## config.mk

```make
export PLATFORM = sky130hd
export DESIGN_NAME = mem_port_arbiter_flat
export DESIGN_NICKNAME = d
export VERILOG_FILES = /design/src/rtl/mem_port_arbiter_if.sv /design/src/rtl/mem_port_arbiter.sv /design/src/flat_wrapper.sv
export SDC_FILE = /design/constraint.sdc
export NUM_CORES = 1
export LEC_CHECK = 0
export CORE_AREA = 2 2 89 91
export CTS_CLUSTER_SIZE = 25
export DETAILED_ROUTE_END_ITERATION = 8
export DIE_AREA = 0 0 91 93
export MAX_ROUTING_LAYER = met4
export PLACE_DENSITY_LB_ADDON = 0.15
export SYNTH_ARGS = -nofsm -noshare
export SYNTH_HDL_FRONTEND = slang
export SYNTH_SLANG_ARGS = --single-unit
```

## constraint.sdc

```tcl
create_clock -name clk -period 1.39 [get_ports clk]
set_input_delay 0.3475 -clock clk [delete_from_list [all_inputs] [get_ports clk]]
set_output_delay 0.3475 -clock clk [all_outputs]
set_load 0.05 [all_outputs]
```

## src/rtl/mem_port_arbiter_if.sv

```systemverilog
// Bus bundle between the fetch / load-store requesters, the arbiter and the RAM.
// slave modport: the arbiter's view. master modport: requester/RAM side view.
interface mem_port_arbiter_if #(
  parameter int ADDR_W = 20,
  parameter int DATA_W = 32
);
  logic              if_req;
  logic [ADDR_W-1:0] if_addr;
  logic              if_gnt;
  logic              if_rvalid;
  logic [DATA_W-1:0] if_rdata;

  logic              ls_req;
  logic              ls_we;
  logic [ADDR_W-1:0] ls_addr;
  logic [DATA_W-1:0] ls_wdata;
  logic              ls_gnt;
  logic              ls_rvalid;
  logic [DATA_W-1:0] ls_rdata;

  logic [ADDR_W-1:0] mem_addr;
  logic              mem_we;
  logic [DATA_W-1:0] mem_din;
  logic [DATA_W-1:0] mem_dout;

  modport slave (
    input  if_req, if_addr, ls_req, ls_we, ls_addr, ls_wdata, mem_dout,
    output if_gnt, if_rvalid, if_rdata, ls_gnt, ls_rvalid, ls_rdata,
           mem_addr, mem_we, mem_din
  );

  modport master (
    output if_req, if_addr, ls_req, ls_we, ls_addr, ls_wdata, mem_dout,
    input  if_gnt, if_rvalid, if_rdata, ls_gnt, ls_rvalid, ls_rdata,
           mem_addr, mem_we, mem_din
  );
endinterface

```

## src/rtl/mem_port_arbiter.sv

```systemverilog
// Single-port RAM arbiter: fetch vs load/store, fixed priority ls > if.
// Owner FSM tags the read in flight so returning data reaches its requester.
// Optional macro MEM_ARB_STARVE_GUARD_EN adds a wait counter that forces a
// fetch grant after MAX_WAIT consecutive denied fetch cycles.
module mem_port_arbiter #(
  parameter int ADDR_W   = 20,
  parameter int DATA_W   = 32,
  parameter int MAX_WAIT = 4
) (
  input  logic                  clk,
  input  logic                  rst_n,
  mem_port_arbiter_if.slave     bus
);

  typedef enum logic [1:0] {
    IDLE  = 2'd0,
    IF_RD = 2'd1,
    LS_RD = 2'd2
  } state_t;

  state_t state_r;
  state_t next_state_s;
  logic   if_gnt_s;
  logic   ls_gnt_s;
  logic   force_if_s;

`ifdef MEM_ARB_STARVE_GUARD_EN
  logic [3:0] wait_cnt_r;

  // Count consecutive cycles a fetch request is denied; saturate at 15.
  always_ff @(posedge clk or negedge rst_n) begin
    if (!rst_n) begin
      wait_cnt_r <= 4'd0;
    end else if (if_gnt_s) begin
      wait_cnt_r <= 4'd0;
    end else if (bus.if_req && (wait_cnt_r != 4'hF)) begin
      wait_cnt_r <= wait_cnt_r + 4'd1;
    end else begin
      wait_cnt_r <= wait_cnt_r;
    end
  end

  assign force_if_s = (wait_cnt_r == 4'(MAX_WAIT));
`else
  assign force_if_s = 1'b0;
`endif

  // Grant decision: ls wins contention unless the guard is forcing fetch.
  always_comb begin
    if_gnt_s = 1'b0;
    ls_gnt_s = 1'b0;
    if (!rst_n) begin
      if_gnt_s = 1'b0;
      ls_gnt_s = 1'b0;
    end else if (bus.if_req && (force_if_s || !bus.ls_req)) begin
      if_gnt_s = 1'b1;
    end else if (bus.ls_req) begin
      ls_gnt_s = 1'b1;
    end else begin
      if_gnt_s = 1'b0;
      ls_gnt_s = 1'b0;
    end
  end

  // Owner state register; reset drops any in-flight read.
  always_ff @(posedge clk or negedge rst_n) begin
    if (!rst_n) begin
      state_r <= IDLE;
    end else begin
      state_r <= next_state_s;
    end
  end

  // Next owner follows this cycle's grant; stores and idle cycles leave nothing in flight.
  always_comb begin
    next_state_s = IDLE;
    if (if_gnt_s) begin
      next_state_s = IF_RD;
    end else if (ls_gnt_s && !bus.ls_we) begin
      next_state_s = LS_RD;
    end else begin
      next_state_s = IDLE;
    end
  end

  // Drive grants, RAM controls and read returns; everything low while in reset.
  always_comb begin
    bus.if_gnt    = 1'b0;
    bus.ls_gnt    = 1'b0;
    bus.mem_addr  = {ADDR_W{1'b0}};
    bus.mem_we    = 1'b0;
    bus.mem_din   = {DATA_W{1'b0}};
    bus.if_rvalid = 1'b0;
    bus.ls_rvalid = 1'b0;
    bus.if_rdata  = {DATA_W{1'b0}};
    bus.ls_rdata  = {DATA_W{1'b0}};
    if (rst_n) begin
      bus.if_gnt    = if_gnt_s;
      bus.ls_gnt    = ls_gnt_s;
      bus.mem_we    = ls_gnt_s & bus.ls_we;
      bus.mem_din   = bus.ls_wdata;
      bus.if_rvalid = (state_r == IF_RD);
      bus.ls_rvalid = (state_r == LS_RD);
      bus.if_rdata  = bus.mem_dout;
      bus.ls_rdata  = bus.mem_dout;
      if (if_gnt_s) begin
        bus.mem_addr = bus.if_addr;
      end else if (ls_gnt_s) begin
        bus.mem_addr = bus.ls_addr;
      end else begin
        bus.mem_addr = {ADDR_W{1'b0}};
      end
    end else begin
      bus.mem_addr = {ADDR_W{1'b0}};
    end
  end

endmodule
```

## src/flat_wrapper.sv

```systemverilog
// flat-port wrapper written by rule: the top's interface ports become plain ports
module mem_port_arbiter_flat 
#(
  parameter int ADDR_W   = 20,
  parameter int DATA_W   = 32,
  parameter int MAX_WAIT = 4
)
  (clk, rst_n, bus_if_req, bus_if_addr, bus_ls_req, bus_ls_we, bus_ls_addr, bus_ls_wdata, bus_mem_dout, bus_if_gnt, bus_if_rvalid, bus_if_rdata, bus_ls_gnt, bus_ls_rvalid, bus_ls_rdata, bus_mem_addr, bus_mem_we, bus_mem_din);
  mem_port_arbiter_if #(.ADDR_W(ADDR_W), .DATA_W(DATA_W)) bus_i ();
  input  logic clk;
  input  logic rst_n;
  input wire logic [$bits(bus_i.if_req)-1:0] bus_if_req;
  input wire logic [$bits(bus_i.if_addr)-1:0] bus_if_addr;
  input wire logic [$bits(bus_i.ls_req)-1:0] bus_ls_req;
  input wire logic [$bits(bus_i.ls_we)-1:0] bus_ls_we;
  input wire logic [$bits(bus_i.ls_addr)-1:0] bus_ls_addr;
  input wire logic [$bits(bus_i.ls_wdata)-1:0] bus_ls_wdata;
  input wire logic [$bits(bus_i.mem_dout)-1:0] bus_mem_dout;
  output wire logic [$bits(bus_i.if_gnt)-1:0] bus_if_gnt;
  output wire logic [$bits(bus_i.if_rvalid)-1:0] bus_if_rvalid;
  output wire logic [$bits(bus_i.if_rdata)-1:0] bus_if_rdata;
  output wire logic [$bits(bus_i.ls_gnt)-1:0] bus_ls_gnt;
  output wire logic [$bits(bus_i.ls_rvalid)-1:0] bus_ls_rvalid;
  output wire logic [$bits(bus_i.ls_rdata)-1:0] bus_ls_rdata;
  output wire logic [$bits(bus_i.mem_addr)-1:0] bus_mem_addr;
  output wire logic [$bits(bus_i.mem_we)-1:0] bus_mem_we;
  output wire logic [$bits(bus_i.mem_din)-1:0] bus_mem_din;
  assign bus_i.if_req = bus_if_req;
  assign bus_i.if_addr = bus_if_addr;
  assign bus_i.ls_req = bus_ls_req;
  assign bus_i.ls_we = bus_ls_we;
  assign bus_i.ls_addr = bus_ls_addr;
  assign bus_i.ls_wdata = bus_ls_wdata;
  assign bus_i.mem_dout = bus_mem_dout;
  assign bus_if_gnt = bus_i.if_gnt;
  assign bus_if_rvalid = bus_i.if_rvalid;
  assign bus_if_rdata = bus_i.if_rdata;
  assign bus_ls_gnt = bus_i.ls_gnt;
  assign bus_ls_rvalid = bus_i.ls_rvalid;
  assign bus_ls_rdata = bus_i.ls_rdata;
  assign bus_mem_addr = bus_i.mem_addr;
  assign bus_mem_we = bus_i.mem_we;
  assign bus_mem_din = bus_i.mem_din;
  mem_port_arbiter #(.ADDR_W(ADDR_W), .DATA_W(DATA_W), .MAX_WAIT(MAX_WAIT)) u_core (.clk(clk), .rst_n(rst_n), .bus(bus_i));
endmodule
```

==> flow_metrics.env <==
export IMPL_grt_overflow=0
export IMPL_register_area_um2=50.0
export IMPL_dieWidth_um=91
export IMPL_die_height_um=93
export IMPL_gp_congestion=0.732
export IMPL_netlist_instances=183
export IMPL_syn_area_um2=1350
export IMPL_dpl_hpwl_um=6220
export IMPL_dp_cells=486
export IMPL_wl_per_cell_um=14.8
export IMPL_synthAdderAreaFrac_pct=0
export IMPL_hp_class="in2async"
export IMPL_nets=504
export IMPL_synthMuxAreaShare_pct=0
export IMPL_yosys_area_share_simple_pct=54.4
export IMPL_irDropWorstVdd_uv=199
export IMPL_cts_hold_buf=0
export IMPL_synth_warnings=0
export IMPL_synth_edff_count=0
export IMPL_yosys_area_top_type="and2_1"
export IMPL_cts_htree_levels=1
export IMPL_setup_violations=50
export IMPL_rsz0062_at_grt="yes"
export IMPL_rows=32
export IMPL_finalNonFillerCells=495
export IMPL_crit_path_end_kind="output port"
export IMPL_cts_setup_buffers=0
export IMPL_yosysMostFrequentCell="and2_1"
export IMPL_hold_slack_ns=0.0859
export IMPL_fin_crit_sh_pct=104
export IMPL_fin_crit_ns=1.45
export IMPL_diodes=0
export IMPL_grt_total_usage_pct=16.4
export IMPL_placed_area_um2=4720
export IMPL_relSlewSlack_pct=87.8
export IMPL_reg_largest_list="u_core.state_r (2)"
export IMPL_synthArstFlopShare_pct=100
export IMPL_crit_chain="buf_8, nand2b_4, buf_12, o21ai_4, buf_6"
export IMPL_final_setup_worst_slack_ns=-0.0605
export IMPL_routed_wl_um=7320
export IMPL_avgViaCountPerCell=4.10
export IMPL_grt_pass1_vias=2058
export IMPL_critPathArrivalTime_ns=1.10
export IMPL_ant_nets=0
export IMPL_synthesis_nets=292
export IMPL_met2WireLength_um=4080
export IMPL_dieArea_um2=8460
export IMPL_ys_top_cells_by_count="and2_1, buf_4, nand2_1"
export IMPL_firstDrtPassIters=4
export IMPL_synthDistinctLibCells=20
export IMPL_critPathMaxFanout=7
export IMPL_required_ns=1.04
export IMPL_synth_compound_area_share_pct=12.7
export IMPL_clkTransAtPathRegs_ns=0.03
export IMPL_cp_start_kind="primary input"
export IMPL_crit_slowest_cell="buf_6"
export IMPL_max_freq_mhz=689
export IMPL_ys_ff_latch=2
export IMPL_highest_layer="met4"
export IMPL_worstMarginPinSlew_ns=0.182
export IMPL_cp_startpoint="bus_ls_req"
export IMPL_wl_met1_um=2560
export IMPL_synth_top_family_by_area="simple AND/OR/NAND/NOR gates"
export IMPL_met3_length_um=675
export IMPL_vias=2029
export IMPL_synth_top_area_share_pct=30.2
export IMPL_multi_input_area_um2=1230
export IMPL_fillers=629
export IMPL_status="finished, violations left"
export IMPL_portBuffers=229
export IMPL_cts_root_buf="clkbuf_8"
export IMPL_power_total_mw=2.48
export IMPL_drtIter0Drc=24
export IMPL_drv_slew=0
export IMPL_ys_top_cells_by_area="and2_1, buf_4, nand3_2"
export IMPL_start_util_pct=17.9
export IMPL_coreArea_um2=7530
export IMPL_grt_pass1_wl_um=10900
export IMPL_syn_to_final_growth_pct=279
export IMPL_dp_slack_ns=-0.502
export IMPL_grt_max_degree=17
export IMPL_maxCapViolCount=0
export IMPL_hold_viol_final=0
export IMPL_cts_num_sinks=2
export IMPL_ys_flop_type="dfrtp_1"
export IMPL_boundaryPins=230
export IMPL_drive_gt1_share_pct=69.7
export IMPL_critPathMaxStageDelay_ns=0.18
export IMPL_largest_register_ffs=2
export IMPL_tritoncts="yes"
export IMPL_grt_antenna_before_repair=0
export IMPL_drc=0
export IMPL_syn_area_per_cell_um2=7.36
export IMPL_leakagePower_nw=2.34
export IMPL_cts_made_buffers=3
export IMPL_finalInstanceArea_um2=5100
export IMPL_yosysSeqAreaShare_pct=3.72
export IMPL_powerDensity_nw_per_um2=485
export IMPL_synth_xor_area_share_pct=0
export IMPL_violations="negative setup slack"
export IMPL_cts_max_path_buffers=2
export IMPL_path_class="in2out"
export IMPL_largest_register="u_core.state_r"
-- kinds of logic (layout without fill, tap and decap cells) --
group | count (synthesis) | after routing
buffers and inverters | 49 | 259
AOI/OAI and AO/OA | 20 | 20
DFF | 2 | 2
and+or+nand+nor | 112 | 112
-- routing by layer --
metal | global-route usage (%) | up-vias
li1 | - | 977
met1 | 17.7 | 919
met2 | 30.9 | 131
met3 | 5.16 | 2
met4 | 0.758 | 0
met5 | - | -
-- where the power goes --
part           internal, mW  total (mW)  switching [mW]
Sequential           0.0610      0.0634         0.00239
Combinational          1.09        2.18            1.09
Clock                 0.183       0.228          0.0452
-- cells in the final DEF (no fill, tap or decap), types with 3 or more instances in the layout --
| cell | Yosys | layout |
|---|---|---|
| dlygate4sd2_1 | 0 | 104 |
| o21ai_2 | 19 | 5 |
| clkbuf_16 | 0 | 4 |
| nand3_2 | 19 | 19 |
| o21ai_4 | 0 | 15 |
| nand2_1 | 20 | 9 |
| nand2_2 | 1 | 12 |
| buf_6 | 3 | 23 |
| buf_8 | 0 | 7 |
| buf_12 | 3 | 106 |
| clkbuf_8 | 0 | 3 |
| buf_4 | 34 | 6 |
| and2_4 | 0 | 64 |
| buf_16 | 0 | 3 |
-- final cells by class --
cell class	count	share of cell area, %
inverter	1	0.172
sequential	2	0.981
clock buffer	3	0.809
multi-input combinational	132	24.1
tap	102	2.50
timing repair buffer	255	71.4
-- metrics by stage --
stage / utilization (%) / setup TNS [ns]
after floorplan: - / -1.17
after global placement: 62.7 / -16.70
after detailed placement: 62.7 / -17.78
after CTS: 65.5 / -1.98
after global routing: 67.8 / -2.26
final: 67.8 / -1.21
-- critical path: cells and delay by family --
family | cells | cell delay [ns]
AOI/OAI and AO/OA | 1 | 0.14
and+or+nand+nor | 1 | 0.17
buffers and inverters | 3 | 0.44
-- final timing paths --
path | endpoint | cells past startpoint
min in group clk | u_core.state_r[1] | 3
worst max-delay path | bus_mem_addr[10] | 5
worst min-delay path | u_core.state_r[1] | 2
max in group asynchronous | u_core.state_r[0] | 2
-- repair_timing --
item / in CTS / in global routing
gates resized for setup: 196 / 14
cloned: 2 / 4
setup endpoints to repair: 122 / 75
pin swaps: 83 / 14
(Power assumes the default switching activity.)
==> edit: new RTL, config.mk and constraints unchanged <==
Add a define of `MEM_ARB_STARVE_GUARD_EN`.
--- a/src/rtl/mem_port_arbiter.sv
+++ b/src/rtl/mem_port_arbiter.sv
@@ -4,2 +4,4 @@
 // fetch grant after MAX_WAIT consecutive denied fetch cycles.
+`define MEM_ARB_STARVE_GUARD_EN
+
 module mem_port_arbiter #(
Formal check against the unedited RTL: not equivalent (Yosys sat finds a counterexample within 10 cycles, from zero or initial values and one cycle with rst_n low).
==> edit against the original RTL <==
The flow still finishes with violations (setup timing); sequential power rose to 4.1 times the old value; total power grew 38%; critical endpoint is now bus_mem_addr[7]; critical path type is now reg -> out; critical path depth is 1 higher; sequential cell count grew 4; routed wire length rose by 14%; worst setup slack lost 0.56 ns; via count up 1.7%; synthesized area down 7.4%; cell area up 6.5%; die area did not move; count of clock-buffer cells in the layout unchanged; cell count fell by 0.81%; combinational power rose by 33%.
==> edit: results (changes against the original RTL) <==
Clk pin slew, worst setup/hold paths: 0.04 ns
Iteration-0 DRC Markers: 18 (-25%)
Startpoint Class: flop
final worst slack: -0.617 ns (-0.556 ns)
most frequent cells after synthesis: and2_1, buf_4, a22o_1
dpl cells: 469 (-3.5%)
Setup Viol. Count Final: 110 (+120%)
met2 usage in global routing: 0.395 (+0.0858)
RD Place Congestion: 0.778 (+6.2%)
layout cells sized above 1: 0.681 (-0.0160)
crit path DAT: 1.66 ns (+0.56 ns)
M1 GR Usage: 0.203 (+0.0265)
number of fill cells: 538 (-14%)
Synthesized Nets: 273 (-6.5%)
hold crit path type: in -> async
Leak: 2.45 nW (+4.7%)
synth top area cells: and2_1, buf_4, a22o_1, dfrtp_1, buf_6
status: finished, violations left
Post-Place Worst Slack: -0.648 ns (-0.145 ns)
All-Layer GR Usage: 0.198 (+0.0342)
via-per-instance ratio: 4.20 (+2.5%)
Largest regs: u_core.wait_cnt_r (4), u_core.state_r (2)
PortBufs: 229 (unchanged)
largest net degree at the start of global routing: 21 (+4)
total number of vias: 2063 (+1.7%)
vias in the first global route: 2213 (+7.5%)
Clock Tree Root: clkbuf_8
max_slew headroom: 0.759 (-0.119)
Post-Route WL: 8350 um (+14%)
DP Wirelength: 6730 um (+8.2%)
ys async rst share: 1.00 (unchanged)
# nets final: 502 (-0.40%)
Synth cell types: 24 (+20%)
failing checks: setup timing
sequential element share of the synthesized area: 0.120 (+0.0833)
Synth Area per Inst: 7.69 um2 (+4.6%)
GR met3 Demand/Resource: 0.0403 (-0.0113)
first-pass GRT wire length: 12800 um (+18%)
Max-cap violations: 0 (unchanged)
Sw Share: 0.433 (-0.0286)
VDD IR max: 0.000335 V (+68%)
initial antenna violation count: 0 (unchanged)
crit-path max FO: 6 (-1)
Final TNS setup: -21.21 ns (-20.00 ns)
-- edit: cell types whose count changed in the layout (fill, tap and decap cells not counted), sizes merged, moves of 17 or more --
cell,unedited run,this run
nand3,20,3
o21ai,20,2
clkdlybuf4s50,0,63
dlygate4sd2,104,41
a22o,0,20
nand2,21,2
-- edit: cell families after synthesis --
kind of cell,count (synthesis),synth area share
buffers and inverters,47,0.262
AOI/OAI and AO/OA,28,0.195
DFF,6,0.120
adders and majority gates,2,0.0201
and+or+nand+nor,79,0.403
-- edit: power groups by stage --
stage	Combinational [mW]	Clock, mW	Sequential [mW]
6_report	2.91	0.262	0.257
5_1_grt	3.01	0.274	0.261
4_1_cts	2.88	0.267	0.256
3_5_place_dp	2.65	0	0.258
3_3_place_gp	2.62	0	0.253
2_1_floorplan	1.30	0	0.268
-- edit: layer usage --
layer,vias up,part of all wire
met5,-,0
met4,0,0.0061
met3,4,0.075
met2,133,0.58
met1,953,0.34
li1,973,-
-- edit: area by class of cell --
type	count	area, um2	share of cell area
clock buffer	3	41.3	0.00760
tap	102	128	0.0235
timing repair buffer	264	3970	0.732
multi-input combinational	112	1120	0.207
sequential	6	150	0.0276
inverter	4	15.0	0.00276
-- edit: worst paths after layout --
kind	end	slack, ns	cells after the start
max	bus_mem_addr[7]	-0.62	6
min	u_core.state_r[0]$_DFF_PN0_	0.02	2
max reg2reg	u_core.state_r[1]$_DFF_PN0_	0.01	6
min reg2reg	u_core.wait_cnt_r[0]$_DFFE_PN0P_	0.69	3
max in group asynchronous	u_core.wait_cnt_r[3]$_DFFE_PN0P_	1.00	5
min in group clk	u_core.state_r[0]$_DFF_PN0_	0.68	5
-- edit: what timing repair did --
item                       4_1_cts  5_1_grt
gates resized for setup        111       17
setup endpoints to repair      121      121
setup buffers                    8        7
pin swaps                       46       23
hold buffers                     0        0
cloned                          10        0
-- edit: worst max-delay path: stages (launching register included) --
cell and delay, ns:
dfrtp_1 0.38, inv_2 0.08, ha_4 0.13, nand3b_4 0.14, o211a_4 0.32, a22o_2 0.24, buf_12 0.15
-- edit: stage by stage --
step	area [um2]	power, mW	hold slack [ns]
5_1_grt	5430	3.55	0.0312
3_5_place_dp	4910	2.91	0.349
6_report	5430	3.42	0.0231
3_3_place_gp	4910	2.87	0.335
2_1_floorplan	1570	1.57	0.0519
4_1_cts	5380	3.41	0.0283
